--- config.mk ---
export PLATFORM = sky130hd
export DESIGN_NAME = iq_symbol_sched
export DESIGN_NICKNAME = d
export VERILOG_FILES = /design/src/rtl/tx_pkg.sv /design/src/rtl/sym_fifo.sv /design/src/rtl/iq_symbol_sched.sv
export SDC_FILE = /design/constraint.sdc
export NUM_CORES = 1
export LEC_CHECK = 0
export CAP_MARGIN = 20
export CORE_ASPECT_RATIO = 0.7
export CORE_MARGIN = 4
export CORE_UTILIZATION = 62
export DETAILED_ROUTE_END_ITERATION = 6
export HOLD_SLACK_MARGIN = 0.03
export PLACE_DENSITY = 0.85
export REMOVE_ABC_BUFFERS = 1
export SYNTH_ARGS = -nofsm -noshare
export SYNTH_HDL_FRONTEND = slang
export SYNTH_SLANG_ARGS = --single-unit
export TNS_END_PERCENT = 5
--- constraint.sdc ---
create_clock -name clk -period 4.9 [get_ports clk]
set_clock_uncertainty 0.05 [all_clocks]
set_input_delay 1.47 -clock clk [delete_from_list [all_inputs] [get_ports clk]]
set_output_delay 1.47 -clock clk [all_outputs]
set_load 0.01 [all_outputs]
--- src/rtl/tx_pkg.sv ---
// rtl/tx_pkg.sv - shared state encoding and symbol constants for the IQ transmit path
package tx_pkg;

  localparam int SYM_W = 8;

  typedef enum logic [1:0] {
    ST_IDLE     = 2'd0,
    ST_RUN      = 2'd1,
    ST_UNDERRUN = 2'd2
  } state_e;

  // Symbol period counter reload value; sps of 0 behaves as 1.
  function automatic logic [7:0] sps_reload(input logic [7:0] sps);
    return (sps == 8'd0) ? 8'd0 : sps - 8'd1;
  endfunction

endpackage

--- src/rtl/sym_fifo.sv ---
// rtl/sym_fifo.sv - synchronous FIFO of packed {i,q} symbols with occupancy count
module sym_fifo
  import tx_pkg::*;
#(
  parameter int DEPTH = 8,
  parameter int AW    = $clog2(DEPTH)
) (
  input  logic               clk,
  input  logic               rst,
  input  logic               push,
  input  logic               pop,
  input  logic [2*SYM_W-1:0] wdata,
  output logic [2*SYM_W-1:0] rdata,
  output logic               full,
  output logic               empty,
  output logic [AW:0]        count
);

  logic [2*SYM_W-1:0] mem_q [DEPTH];
  logic [AW-1:0]      wr_q, rd_q;
  logic [AW:0]        count_q;
  logic               push_ok, pop_ok;

  assign full    = (count_q == (AW+1)'(DEPTH));
  assign empty   = (count_q == '0);
  assign count   = count_q;
  assign rdata   = mem_q[rd_q];
  // A push is refused when full even if a pop happens in the same cycle.
  assign push_ok = push && !full;
  assign pop_ok  = pop && !empty;

  always_ff @(posedge clk) begin
    if (push_ok) mem_q[wr_q] <= wdata;
  end

  always_ff @(posedge clk or posedge rst) begin
    if (rst) begin
      wr_q    <= '0;
      rd_q    <= '0;
      count_q <= '0;
    end else begin
      if (push_ok) wr_q <= wr_q + AW'(1);
      if (pop_ok)  rd_q <= rd_q + AW'(1);
      case ({push_ok, pop_ok})
        2'b10:   count_q <= count_q + (AW+1)'(1);
        2'b01:   count_q <= count_q - (AW+1)'(1);
        default: count_q <= count_q;
      endcase
    end
  end

endmodule

--- src/rtl/iq_symbol_sched.sv ---
// rtl/iq_symbol_sched.sv - symbol scheduler and phase accumulator feeding the IQ modulator
module iq_symbol_sched
  import tx_pkg::*;
#(
  parameter int ACC_W      = 16,
  parameter int FIFO_DEPTH = 8,
  parameter int PREFILL    = 2
) (
  input  logic             clk,
  input  logic             rst,
  input  logic             enable,
  input  logic [ACC_W-1:0] ftw,
  input  logic [7:0]       sps,
  input  logic             sym_valid,
  input  logic [SYM_W-1:0] sym_i,
  input  logic [SYM_W-1:0] sym_q,
  output logic             sym_ready,
  output logic [7:0]       phase,
  output logic [SYM_W-1:0] i_mul,
  output logic [SYM_W-1:0] q_mul,
  output logic             sym_strobe,
  output logic             busy,
  output logic             underrun
);

  localparam int CW = $clog2(FIFO_DEPTH) + 1;
  localparam logic [CW-1:0] PREFILL_C = CW'(PREFILL);

  state_e             state_q, state_d;
  logic [ACC_W-1:0]   acc_q, acc_d;
  logic [7:0]         cnt_q, cnt_d;
  logic [SYM_W-1:0]   i_q, i_d, q_q, q_d;
  logic               strobe_q, strobe_d, under_q, under_d;
  logic               fifo_pop, fifo_full, fifo_empty;
  logic [CW-1:0]      fifo_count;
  logic [2*SYM_W-1:0] fifo_head;

  sym_fifo #(.DEPTH(FIFO_DEPTH)) u_fifo (
    .clk   (clk),
    .rst   (rst),
    .push  (sym_valid),
    .pop   (fifo_pop),
    .wdata ({sym_i, sym_q}),
    .rdata (fifo_head),
    .full  (fifo_full),
    .empty (fifo_empty),
    .count (fifo_count)
  );

  assign sym_ready  = !fifo_full;
  assign phase      = acc_q[ACC_W-1 -: 8];
  assign i_mul      = i_q;
  assign q_mul      = q_q;
  assign sym_strobe = strobe_q;
  assign underrun   = under_q;
  assign busy       = (state_q != ST_IDLE);

  always_ff @(posedge clk or posedge rst) begin
    if (rst) begin
      state_q  <= ST_IDLE;
      acc_q    <= '0;
      cnt_q    <= '0;
      i_q      <= '0;
      q_q      <= '0;
      strobe_q <= 1'b0;
      under_q  <= 1'b0;
    end else begin
      state_q  <= state_d;
      acc_q    <= acc_d;
      cnt_q    <= cnt_d;
      i_q      <= i_d;
      q_q      <= q_d;
      strobe_q <= strobe_d;
      under_q  <= under_d;
    end
  end

  always_comb begin
    state_d  = state_q;
    acc_d    = acc_q;
    cnt_d    = cnt_q;
    i_d      = i_q;
    q_d      = q_q;
    strobe_d = 1'b0;
    under_d  = 1'b0;
    fifo_pop = 1'b0;
    case (state_q)
      ST_IDLE: begin
        acc_d = '0;
        i_d   = '0;
        q_d   = '0;
        if (enable && fifo_count >= PREFILL_C) begin
          state_d    = ST_RUN;
          fifo_pop   = 1'b1;
          {i_d, q_d} = fifo_head;
          strobe_d   = 1'b1;
          cnt_d      = sps_reload(sps);
        end
      end
      ST_RUN, ST_UNDERRUN: begin
        acc_d = acc_q + ftw;
        if (cnt_q != 8'd0) begin
          cnt_d = cnt_q - 8'd1;
        end else if (!enable) begin
          state_d = ST_IDLE;
          acc_d   = '0;
          i_d     = '0;
          q_d     = '0;
        end else if (!fifo_empty) begin
          state_d    = ST_RUN;
          fifo_pop   = 1'b1;
          {i_d, q_d} = fifo_head;
          strobe_d   = 1'b1;
          cnt_d      = sps_reload(sps);
        end else begin
          // Starved boundary: keep the symbol grid running with zero amplitude.
          state_d = ST_UNDERRUN;
          i_d     = '0;
          q_d     = '0;
          under_d = 1'b1;
          cnt_d   = sps_reload(sps);
        end
      end
      default: state_d = ST_IDLE;
    endcase
  end

endmodule

# Word level (Yosys, flattened, before mapping)
# Memory sizes are Yosys's and may differ from the RTL's.
# Cells that the tools add are included.
dict set report op_classes {
  n_mux 35
  n_addsub 7
  magnitude_cmp 1
  n_reduce_logical 16
  n_eq_ne 8
}
# cell n
set ops {}
lappend ops {{2-to-1 mux 8 bit} 12}
lappend ops {{one-hot mux 8 bit (2 select lines)} 3}
lappend ops {{2-to-1 mux 16 bit} 2}
lappend ops {{one-hot mux 16 bit (2 select lines)} 1}
lappend ops {{adder 16 bit} 1}
lappend ops {{subtractor 8 x 1 -> 8 bit (second input constant)} 2}
lappend ops {{2-to-1 mux 1 bit} 10}
lappend ops {{zero test 8 bit} 1}
lappend ops {{2-to-1 mux 2 bit} 4}
lappend ops {{one-hot mux 4 bit (2 select lines)} 1}
lappend ops {{nonzero test 8 bit} 1}
lappend ops {{adder 3 x 1 -> 3 bit (second input constant)} 2}
lappend ops {{nonzero test 2 bit} 3}
lappend ops {{adder 4 x 1 -> 4 bit (second input constant)} 1}
lappend ops {{== test 2 x 1 -> 1 bit (second input constant)} 2}
lappend ops {{== test 2 bit (second input constant)} 2}
lappend ops {{== test 4 bit (second input constant)} 1}
lappend ops {{>= comparator 4 x 2 -> 1 bit (second input constant)} 1}
lappend ops {{zero test 4 bit} 1}
lappend ops {{inequality test 2 bit (second input constant)} 2}
lappend ops {{one-hot mux 2 bit (2 select lines)} 1}
lappend ops {{AND reduction 2 bit} 2}
lappend ops {{subtractor 4 x 1 -> 4 bit (second input constant)} 1}
lappend ops {{logical AND 1 bit} 3}
lappend ops {{6 further kinds} 7}
dict set report totals {
  n_memories 1
  regBits 54
  in_bits 44
  ramBits 128
  word_cells 78
}
# name depth word_bits read_ports rd_clocked_by_memory_dff write_ports line
set mem_list {}
lappend mem_list {u_fifo.mem_q 8 16 1 0 1 sym_fifo.sv:19} ;# logic [2*SYM_W-1:0] mem_q [DEPTH];

# Logic depth before layout (Yosys ltp)
# Gate-level depths: netlist of run 1.
dict set report logic_depth {
  ltp_word 8
  mapped_depth 13
  ltp_nobuf 13
}

# Hierarchy
# Synthesis of run 1 repeated with hierarchy kept, for this count alone.
dict set report hier_totals {
  hier_cells 554
  area_unflattened_um2 8373.0
}
# module instances seq_area_each_um2 cells_per_inst area_per_inst_um2
set by_module_without_submodules {}
lappend by_module_without_submodules {sym_fifo 1 4093.9 254 5559.1}
lappend by_module_without_submodules {iq_symbol_sched 1 1101.1 300 2813.9}

# Worst setup path after synthesis of run 1
# Ideal clock, no wire load.
dict set report synth_path {
  kind {in2reg}
  from {in ftw[0]}
  to {reg acc_q[12]}
  slack_ns 1.336
  arrival_time_ns 3.392
  setup_ns 0.122
  cell_stages 8
  required_ns 4.728
  path_cell_list {ha_1 fa_1 a211o_1 o211ai_1 a211oi_1 o311ai_0 nand3_1 a32o_1}
}
dict set report synth_between {
  elab_chain_cells 4
}
# item line
set synth_lines {}
lappend synth_lines {{start, declared} iq_symbol_sched.sv:12} ;# input logic [ACC_W-1:0] ftw,
lappend synth_lines {{adder 16 bit *} iq_symbol_sched.sv:101} ;# acc_d = acc_q + ftw;
lappend synth_lines {{2-to-1 mux 16 bit} iq_symbol_sched.sv:104} ;# end else if (!enable) begin
lappend synth_lines {{2-to-1 mux 16 bit *} iq_symbol_sched.sv:102} ;# if (cnt_q != 8'd0) begin
lappend synth_lines {{one-hot mux 16 bit (2 select lines) *} iq_symbol_sched.sv:87} ;# case (state_q)
lappend synth_lines {{end signal, assigned} iq_symbol_sched.sv:61} ;# acc_q <= '0;
lappend synth_lines {{end signal, assigned} iq_symbol_sched.sv:69} ;# acc_q <= acc_d;
lappend synth_lines {{end, declared} iq_symbol_sched.sv:30} ;# logic [ACC_W-1:0] acc_q, acc_d;
# Mark *: on every way between the ends. The rest lies on a longest branch, timed or not.
# A chain may end at the register's enable or synchronous reset.

# Worst setup path in the final report of run 1
dict set report layout_path {
  from {in enable}
  to {reg u_fifo.count_q[3] (netlist: u_fifo.count[3])}
}
dict set report layout_between {
  elab_chain_cells 6
  word_cells_on_any_way 10
  cone_classes {eq/ne: 2; mux: 5; reduce/logical: 3}
}
# item line
set layout_lines {}
lappend layout_lines {{start, declared} iq_symbol_sched.sv:11} ;# input logic enable,
lappend layout_lines {{2-to-1 mux 1 bit or logical AND 1 bit (tied branches)} {iq_symbol_sched.sv:104, iq_symbol_sched.sv:92}}
lappend layout_lines {{2-to-1 mux 1 bit (on tied branches)} {iq_symbol_sched.sv:102, iq_symbol_sched.sv:92}}
lappend layout_lines {{one-hot mux 1 bit (2 select lines) *} iq_symbol_sched.sv:87}
lappend layout_lines {{logical AND 1 bit *} sym_fifo.sv:30} ;# assign pop_ok = pop && !empty;
lappend layout_lines {{via u_fifo.pop_ok} sym_fifo.sv:22} ;# logic push_ok, pop_ok;
lappend layout_lines {{== test 2 x 1 -> 1 bit or == test 2 bit (tied branches)} sym_fifo.sv:44} ;# case ({push_ok, pop_ok})
lappend layout_lines {{one-hot mux 4 bit (2 select lines) or nonzero test 2 bit (tied branches)} --}
lappend layout_lines {{end signal, assigned} sym_fifo.sv:45} ;# 2'b10: count_q <= count_q + (AW+1)'(1);
lappend layout_lines {{end signal, assigned} sym_fifo.sv:46} ;# 2'b01: count_q <= count_q - (AW+1)'(1);
lappend layout_lines {{end signal, assigned} sym_fifo.sv:47} ;# default: count_q <= count_q;
lappend layout_lines {{end, declared} sym_fifo.sv:21} ;# logic [AW:0] count_q;
# The timed path passes the listed nets; every way through them passes the cells marked *.

==> flow_metrics.py, run 1 <==
metrics = {
    "detailed_routing": {
        "first_iter_violations": 462,
        "vias_per_cell": 6.312,
        "first_pass_iters": 5,
        "finalWirelength_mm": 18.10,
        "drc": 0,
        "vias": 5043,
        "wire_per_inst_um": 22.65,
        "drtAntennaViolNets": 0,
    },
    "cts": {
        "hold_buffers": 0,
        "numCtsBuffers": 17,
        "path_clk_slew_ns": 0.07,
        "clock_latency_ns": 0.43,
        "cts_resized": 0,
        "cts_buffer_depth": 2,
        "postCtsSetupRepairBufs": 0,
        "clkSinkCount": 182,
        "cts_max_level": 4,
        "cts_tree": "built",
        "root_buffer": "clkbuf_16",
    },
    "global_routing": {
        "grt_use_total_pct": 25.26,
        "overflow": 0,
        "antenna_found_initial": 0,
        "grt_first_pass_wirelength_mm": 28.50,
        "grt_max_degree": 44,
        "grt_pass1_vias": 5226,
    },
    "synth": {
        "synthAdderAreaFrac_pct": 4.361,
        "synth_common_cells": "128 x edfxtp_1, 54 x dfrtp_1, 53 x nand2_1, 40 x o21ai_0, 32 x mux4_2",
        "synth-compound-area-share_pct": 8.938,
        "synthCells": 545,
        "yosys_warnings": 0,
        "seq_area_frac_synth_pct": 64.20,
        "netlist.area_leader.share_pct": 47.50,
        "synth_top_family_by_area": "multiplexers",
        "synth_area_um2": 8092,
        "synthXorXnorAreaFrac_pct": 2.165,
        "synth_area_leaders": "edfxtp_1 48%, dfrtp_1 17%, mux4_2 8.9%",
        "yosysTopAreaCell": "edfxtp_1",
        "yosysMostFrequentCell": "edfxtp_1",
        "ys_ff_latch": 182,
        "syn_avg_cell_area_um2": 14.85,
        "ys.flop_type": "edfxtp_1",
        "yosys-mux-area-fraction_pct": 11.16,
        "synthSimpleGateAreaFrac_pct": 6.804,
        "yosysUniqueCellTypes": 57,
        "synth-edff-count": 128,
        "async_reset_ff_share_pct": 29.67,
    },
    "worst_hold_path": {
        "hp-start": "q_mul[0]",
        "hold_end": "q_mul[0]",
        "worst_hold_path.num_cells": 2,
        "hp-class": "reg -> reg",
    },
    "floorplanning": {
        "die_area_um2": 14970,
        "die_w_um": 144.5,
        "die_y_um": 103.6,
        "core_area_um2": 12590,
        "pin_count": 72,
        "start_util_pct": 64.26,
        "fp-row-count": 34,
    },
    "worst_setup_path": {
        "startpoint": "enable",
        "required_ns": 5.15,
        "crit_type": "in -> reg",
        "critPathMaxFanout": 5,
        "endpoint_kind": "flip-flop",
        "cp-start-kind": "primary input",
        "reg2reg_to": "u_fifo.count[3]",
        "regToRegSetupSlack_ns": 1.36,
        "r2r_cells": 13,
        "r2r-start": "cnt_q[0]",
        "cp.arrival_ns": 4.11,
    },
    "sta": {
        "tightest_slew_ns": 0.9939,
        "slew_headroom_pct": 33.74,
        "max_freq_mhz": 259.0,
        "finalSetupViolCount": 0,
        "finalMaxSlewViolations": 0,
        "post-route-period-util_pct": 78.78,
        "grt_setup_unrepaired": "false",
        "period_needed_ns": 3.860,
        "finalHoldViolCount": 0,
        "setup_tns_ns": 0,
    },
    "layout": {
        "instances_no_fill": 799,
        "num-nets-final": 695,
        "area_growth_pct": 19.19,
        "antenna_cells": 0,
        "drive_gt1_share_pct": 15.38,
    },
    "power_and_ir_drop": {
        "power.density_nw_per_um2": 598.5,
        "leakage_uw": 0.003617,
        "total_power_uw": 5772,
        "ir_worst_vdd_mv": 0.3370,
    },
    "placement": {
        "place.gp.congestion": 0.9310,
        "dp.cells": 766,
        "io_buffers": 71,
        "place_hpwl_mm": 11.43,
    },
    "flow_run": {
        "maxCapViolations": 0,
    },
    "outcome": {
        "outcome": "finished clean",
    },
}
## metal layers
metal / vias up / routed length, um / GRT usage [%]
li1: 2254 / - / -
met4: 0 / 372 / 7.856
met2: 222 / 9347 / 41.64
met5: - / 0 / 0
met3: 34 / 1199 / 5.573
met1: 2533 / 7181 / 33.86
## critical path, cell delays in order
cell	delay, ns
clkdlybuf4s50_1	0.56
o31ai_1	0.20
or2_2	0.38
a21oi_4	0.23
ha_1	0.27
ha_1	0.26
a21o_1	0.19
a21oi_1	0.18
xnor2_1	0.15
nor2_1	0.07
xor2_1	0.16
## per-stage QoR
stage	setup WS, ns	hold WS (ns)	area [um2]	utilization, %
2_1_floorplan	1.336	0.4070	7953	-
3_3_place_gp	0.7935	0.4103	8982	71.33
3_5_place_dp	0.6417	0.4292	9002	71.49
4_1_cts	1.096	0.4452	9617	76.37
5_1_grt	0.8726	0.4658	9644	76.59
6_report	1.040	0.4366	9644	76.59
## cell type report
type / instances / area, um2
Clock buffer: 17 / 425.4
Clock inverter: 15 / 188.9
Fill cell: 718 / 2948
Inverter: 14 / 52.55
Multi-Input combinational cell: 322 / 2715
Sequential cell: 182 / 5196
Tap cell: 162 / 202.7
Timing Repair Buffer: 87 / 863.3
## power breakdown
group	total, uW	switching (uW)	internal, uW
combinational	2140	1130	1000
sequential	2260	257	2000
clock	1380	644	734
## how the worst max path moves through the flow
stage / end / slack, ns / depth (start not counted)
after global placement: acc_q[12] / 0.79 / 9
after global routing: acc_q[12] / 0.87 / 9
after detailed placement: acc_q[12] / 0.64 / 9
final: u_fifo.count[3] / 1.04 / 11
after CTS: acc_q[12] / 1.10 / 9
after floorplan: acc_q[12] / 1.34 / 8
## logic make-up (layout without fill, tap and decap cells)
group / Yosys count / count (layout)
adder cells (fa/ha/maj): 27 / 27
AND/OR/NAND/NOR: 116 / 116
AO/OA/AOI/OAI: 109 / 109
multiplexers: 50 / 50
XOR/XNOR: 20 / 20
flip-flops: 182 / 182
buffers and inverters: 41 / 133
## state kept, by name (all words and copies together) (netlist names)
name,flops
u_fifo.mem_q,128
acc_q,16
cnt_q,8
i_mul,8
q_mul,8
u_fifo.count,4
u_fifo.rd_q,3
u_fifo.wr_q,3
state_q,2
sym_strobe,1
underrun,1
## layout by cell type, fill, tap and decap left out, types with 4 or more instances in the layout
| master | n |
|---|---|
| xor2_1 | 10 |
| inv_8 | 4 |
| nand2b_1 | 6 |
| nand2_1 | 53 |
| nor3_1 | 6 |
| clkbuf_16 | 17 |
| mux2i_1 | 16 |
| a22o_1 | 7 |
| o31ai_1 | 4 |
| o22ai_1 | 5 |
| inv_1 | 13 |
| clkdlybuf4s50_1 | 71 |
| mux4_2 | 32 |
| a21o_1 | 9 |
| clkinv_8 | 4 |
| o21ai_0 | 40 |
| ha_1 | 25 |
| edfxtp_1 | 128 |
| xnor2_1 | 10 |
| buf_4 | 14 |
| a21oi_1 | 15 |
| nor2_1 | 18 |
| dfrtp_1 | 53 |
| nand3_1 | 11 |
Note: power is estimated with default switching activity, not from simulation.
==> run 2, diff against run 1 <==
--- a/config.mk
+++ b/config.mk
@@ -8,10 +8,10 @@
 export CAP_MARGIN = 20
 export CORE_ASPECT_RATIO = 0.7
 export CORE_MARGIN = 4
-export CORE_UTILIZATION = 62
+export CORE_UTILIZATION = 58
 export DETAILED_ROUTE_END_ITERATION = 6
 export HOLD_SLACK_MARGIN = 0.03
-export PLACE_DENSITY = 0.85
+export PLACE_DENSITY = 0.8
 export REMOVE_ABC_BUFFERS = 1
 export SYNTH_ARGS = -nofsm -noshare
 export SYNTH_HDL_FRONTEND = slang
==> constraint.sdc (replaced) <==
create_clock -name clk -period 3.6 [get_ports clk]
set_clock_uncertainty 0.05 [all_clocks]
set_input_delay 1.08 -clock clk [delete_from_list [all_inputs] [get_ports clk]]
set_output_delay 1.08 -clock clk [all_outputs]
set_load 0.01 [all_outputs]
==> run 2 against run 1 <==
Highest routed layer unchanged. Final cell count rose by 4.1%. Sequential cell count did not move. Largest power group unchanged. Sequential share of layout area fell by 0.30 points. Worst hold slack got worse by 0.0090 ns. First-iteration DRC count fell by 32%.
==> flow_metrics.py, run 2 (synthesis gave the netlist of run 1 again) <==
metrics = {
    "outcome": {
        "outcome": "finished clean",
    },
    "global_routing": {
        "use_met1_pct": 31.92,
        "gr-usage-met2_pct": 36.46,
        "grt_first_pass_wirelength_mm": 27.44,
        "grt-busiest-layer": "met2",
        "overflow": 0,
        "grt_pass1_vias": 5125,
        "grt_use_total_pct": 22.67,
        "use_met3_pct": 4.520,
        "antenna_found_initial": 0,
        "grt_max_degree": 35,
    },
    "layout": {
        "instances_no_fill": 832,
        "top_register": "u_fifo.mem_q",
        "drive_gt1_share_pct": 16.69,
        "num-nets-final": 705,
        "final_common_cell": "edfxtp_1",
        "reg_top3": "u_fifo.mem_q x128, acc_q x16",
        "largest_reg_flops": 128,
        "layout_common_cells": "128 x edfxtp_1, 71 x clkdlybuf4s50_1, 53 x nand2_1, 53 x dfrtp_1, 40 x o21ai_0",
        "nFillCells": 837,
        "antenna_cells": 0,
        "area_growth_pct": 19.85,
    },
    "sta": {
        "tightest_slew_ns": 1.127,
        "setup_ws_ns": 0.2824,
        "finalSetupViolCount": 0,
        "grt_setup_unrepaired": "false",
        "max_freq_mhz": 301.4,
        "finalHoldViolCount": 0,
        "finalMaxSlewViolations": 0,
        "post-route-period-util_pct": 92.15,
        "slew_headroom_pct": 24.86,
        "period_needed_ns": 3.318,
    },
    "detailed_routing": {
        "vias": 4985,
        "drc": 0,
        "first_iter_violations": 315,
        "drtAntennaViolNets": 0,
        "finalWirelength_mm": 17.25,
        "first_pass_iters": 4,
        "wire_per_inst_um": 20.73,
        "vias_per_cell": 5.992,
    },
    "cts": {
        "cts_max_level": 4,
        "clock_latency_ns": 0.43,
        "cts_resized": 0,
        "postCtsSetupRepairBufs": 0,
        "path_clk_slew_ns": 0.08,
        "cts_buffer_depth": 2,
        "root_buffer": "clkbuf_16",
        "numCtsBuffers": 17,
        "clkSinkCount": 182,
        "hold_buffers": 0,
        "cts_tree": "built",
    },
    "power_and_ir_drop": {
        "leakage_uw": 0.003654,
        "ir_worst_vdd_mv": 0.5171,
        "power.density_nw_per_um2": 801.2,
    },
    "worst_setup_path": {
        "critPathBufInv": 1,
        "cpPeakStageDelay_ns": 0.47,
        "critPathSlowestCell": "or3b_2",
        "cpMostUsedCell": "ha_1",
        "crit_type": "reg -> reg",
        "cp-start-kind": "flip-flop",
        "cp.arrival_ns": 3.58,
        "endpoint_kind": "flip-flop",
        "path_cells": "inv_1 > ha_1 > or3b_2 > or2_4 > or3_4 > a21oi_4 > ha_1 > ha_1 > a21o_1 > a21oi_1 > xnor2_1 > nor2_1 > xor2_1",
        "required_ns": 3.86,
        "critPathMaxFanout": 4,
        "crit_family": "simple AND/OR/NAND/NOR gates",
    },
    "worst_hold_path": {
        "hp-class": "reg -> reg",
    },
    "placement": {
        "io_buffers": 71,
        "dp.cells": 800,
        "dp_slack_ns": -0.06212,
        "place_hpwl_mm": 10.82,
        "place.gp.congestion": 0.8792,
    },
    "floorplanning": {
        "core_area_um2": 13400,
        "fp-row-count": 35,
        "pin_count": 72,
        "die_w_um": 149.2,
        "start_util_pct": 60.38,
        "die_y_um": 106.8,
        "die_area_um2": 15930,
    },
    "flow_run": {
        "maxCapViolations": 0,
    },
}
-- run 2: worst paths after layout --
kind                           from               to  slack [ns]  depth (start not counted)
setup / recovery           cnt_q[0]  u_fifo.count[3]        0.28                         13
min in group asynchronous       rst         q_mul[1]        1.03                          2
max in group asynchronous       rst         acc_q[8]        1.81                          3
hold / removal             q_mul[2]         q_mul[2]        0.43                          2
setup reg to reg           cnt_q[0]  u_fifo.count[3]        0.28                         13
hold reg to reg            q_mul[2]         q_mul[2]        0.43                          2
-- run 2: worst register-to-register path, delay by kind of cell (launching register included) --
family | cells | cell delay [ns]
AND/OR/NAND/NOR | 4 | 1.21
buffers and inverters | 1 | 0.11
flip-flops | 1 | 0.39
AO/OA/AOI/OAI | 3 | 0.51
XOR/XNOR | 2 | 0.29
adder cells (fa/ha/maj) | 3 | 0.66
-- run 2: metal layers --
metal / part of all wire [%] / vias up
li1: - / 2278
met1: 44 / 2508
met2: 49 / 174
met3: 5.1 / 25
met4: 1.5 / 0
met5: 0 / -
-- run 2: final cells by class --
| cell class | count | area [um2] | area share, % |
|---|---|---|---|
| sequential | 182 | 5196 | 53.58 |
| multi-input combinational | 322 | 2715 | 28.00 |
| timing repair buffer | 97 | 905.9 | 9.341 |
| clock buffer | 17 | 425.4 | 4.387 |
| tap | 185 | 231.5 | 2.387 |
| clock inverter | 15 | 171.4 | 1.768 |
| inverter | 14 | 52.55 | 0.5419 |
-- run 2: metrics by stage --
| step | TNS, ns | area [um2] | hold WS (ns) | util (%) | power (uW) |
|---|---|---|---|---|---|
| final | 0 | 9698 | 0.4276 | 72.37 | 7771 |
| after global routing | 0 | 9698 | 0.4671 | 72.37 | 8202 |
| after CTS | 0 | 9698 | 0.4357 | 72.37 | 7788 |
| after detailed placement | -0.1063 | 9101 | 0.4193 | 67.92 | 5927 |
| after global placement | 0 | 9101 | 0.4110 | 67.92 | 5792 |
| after floorplan | 0 | 7953 | 0.4070 | - | 4881 |
-- run 2: power breakdown --
group	switching (uW)	internal, uW
sequential	336	2720
combinational	1510	1370
clock	894	937
total	2740	5030
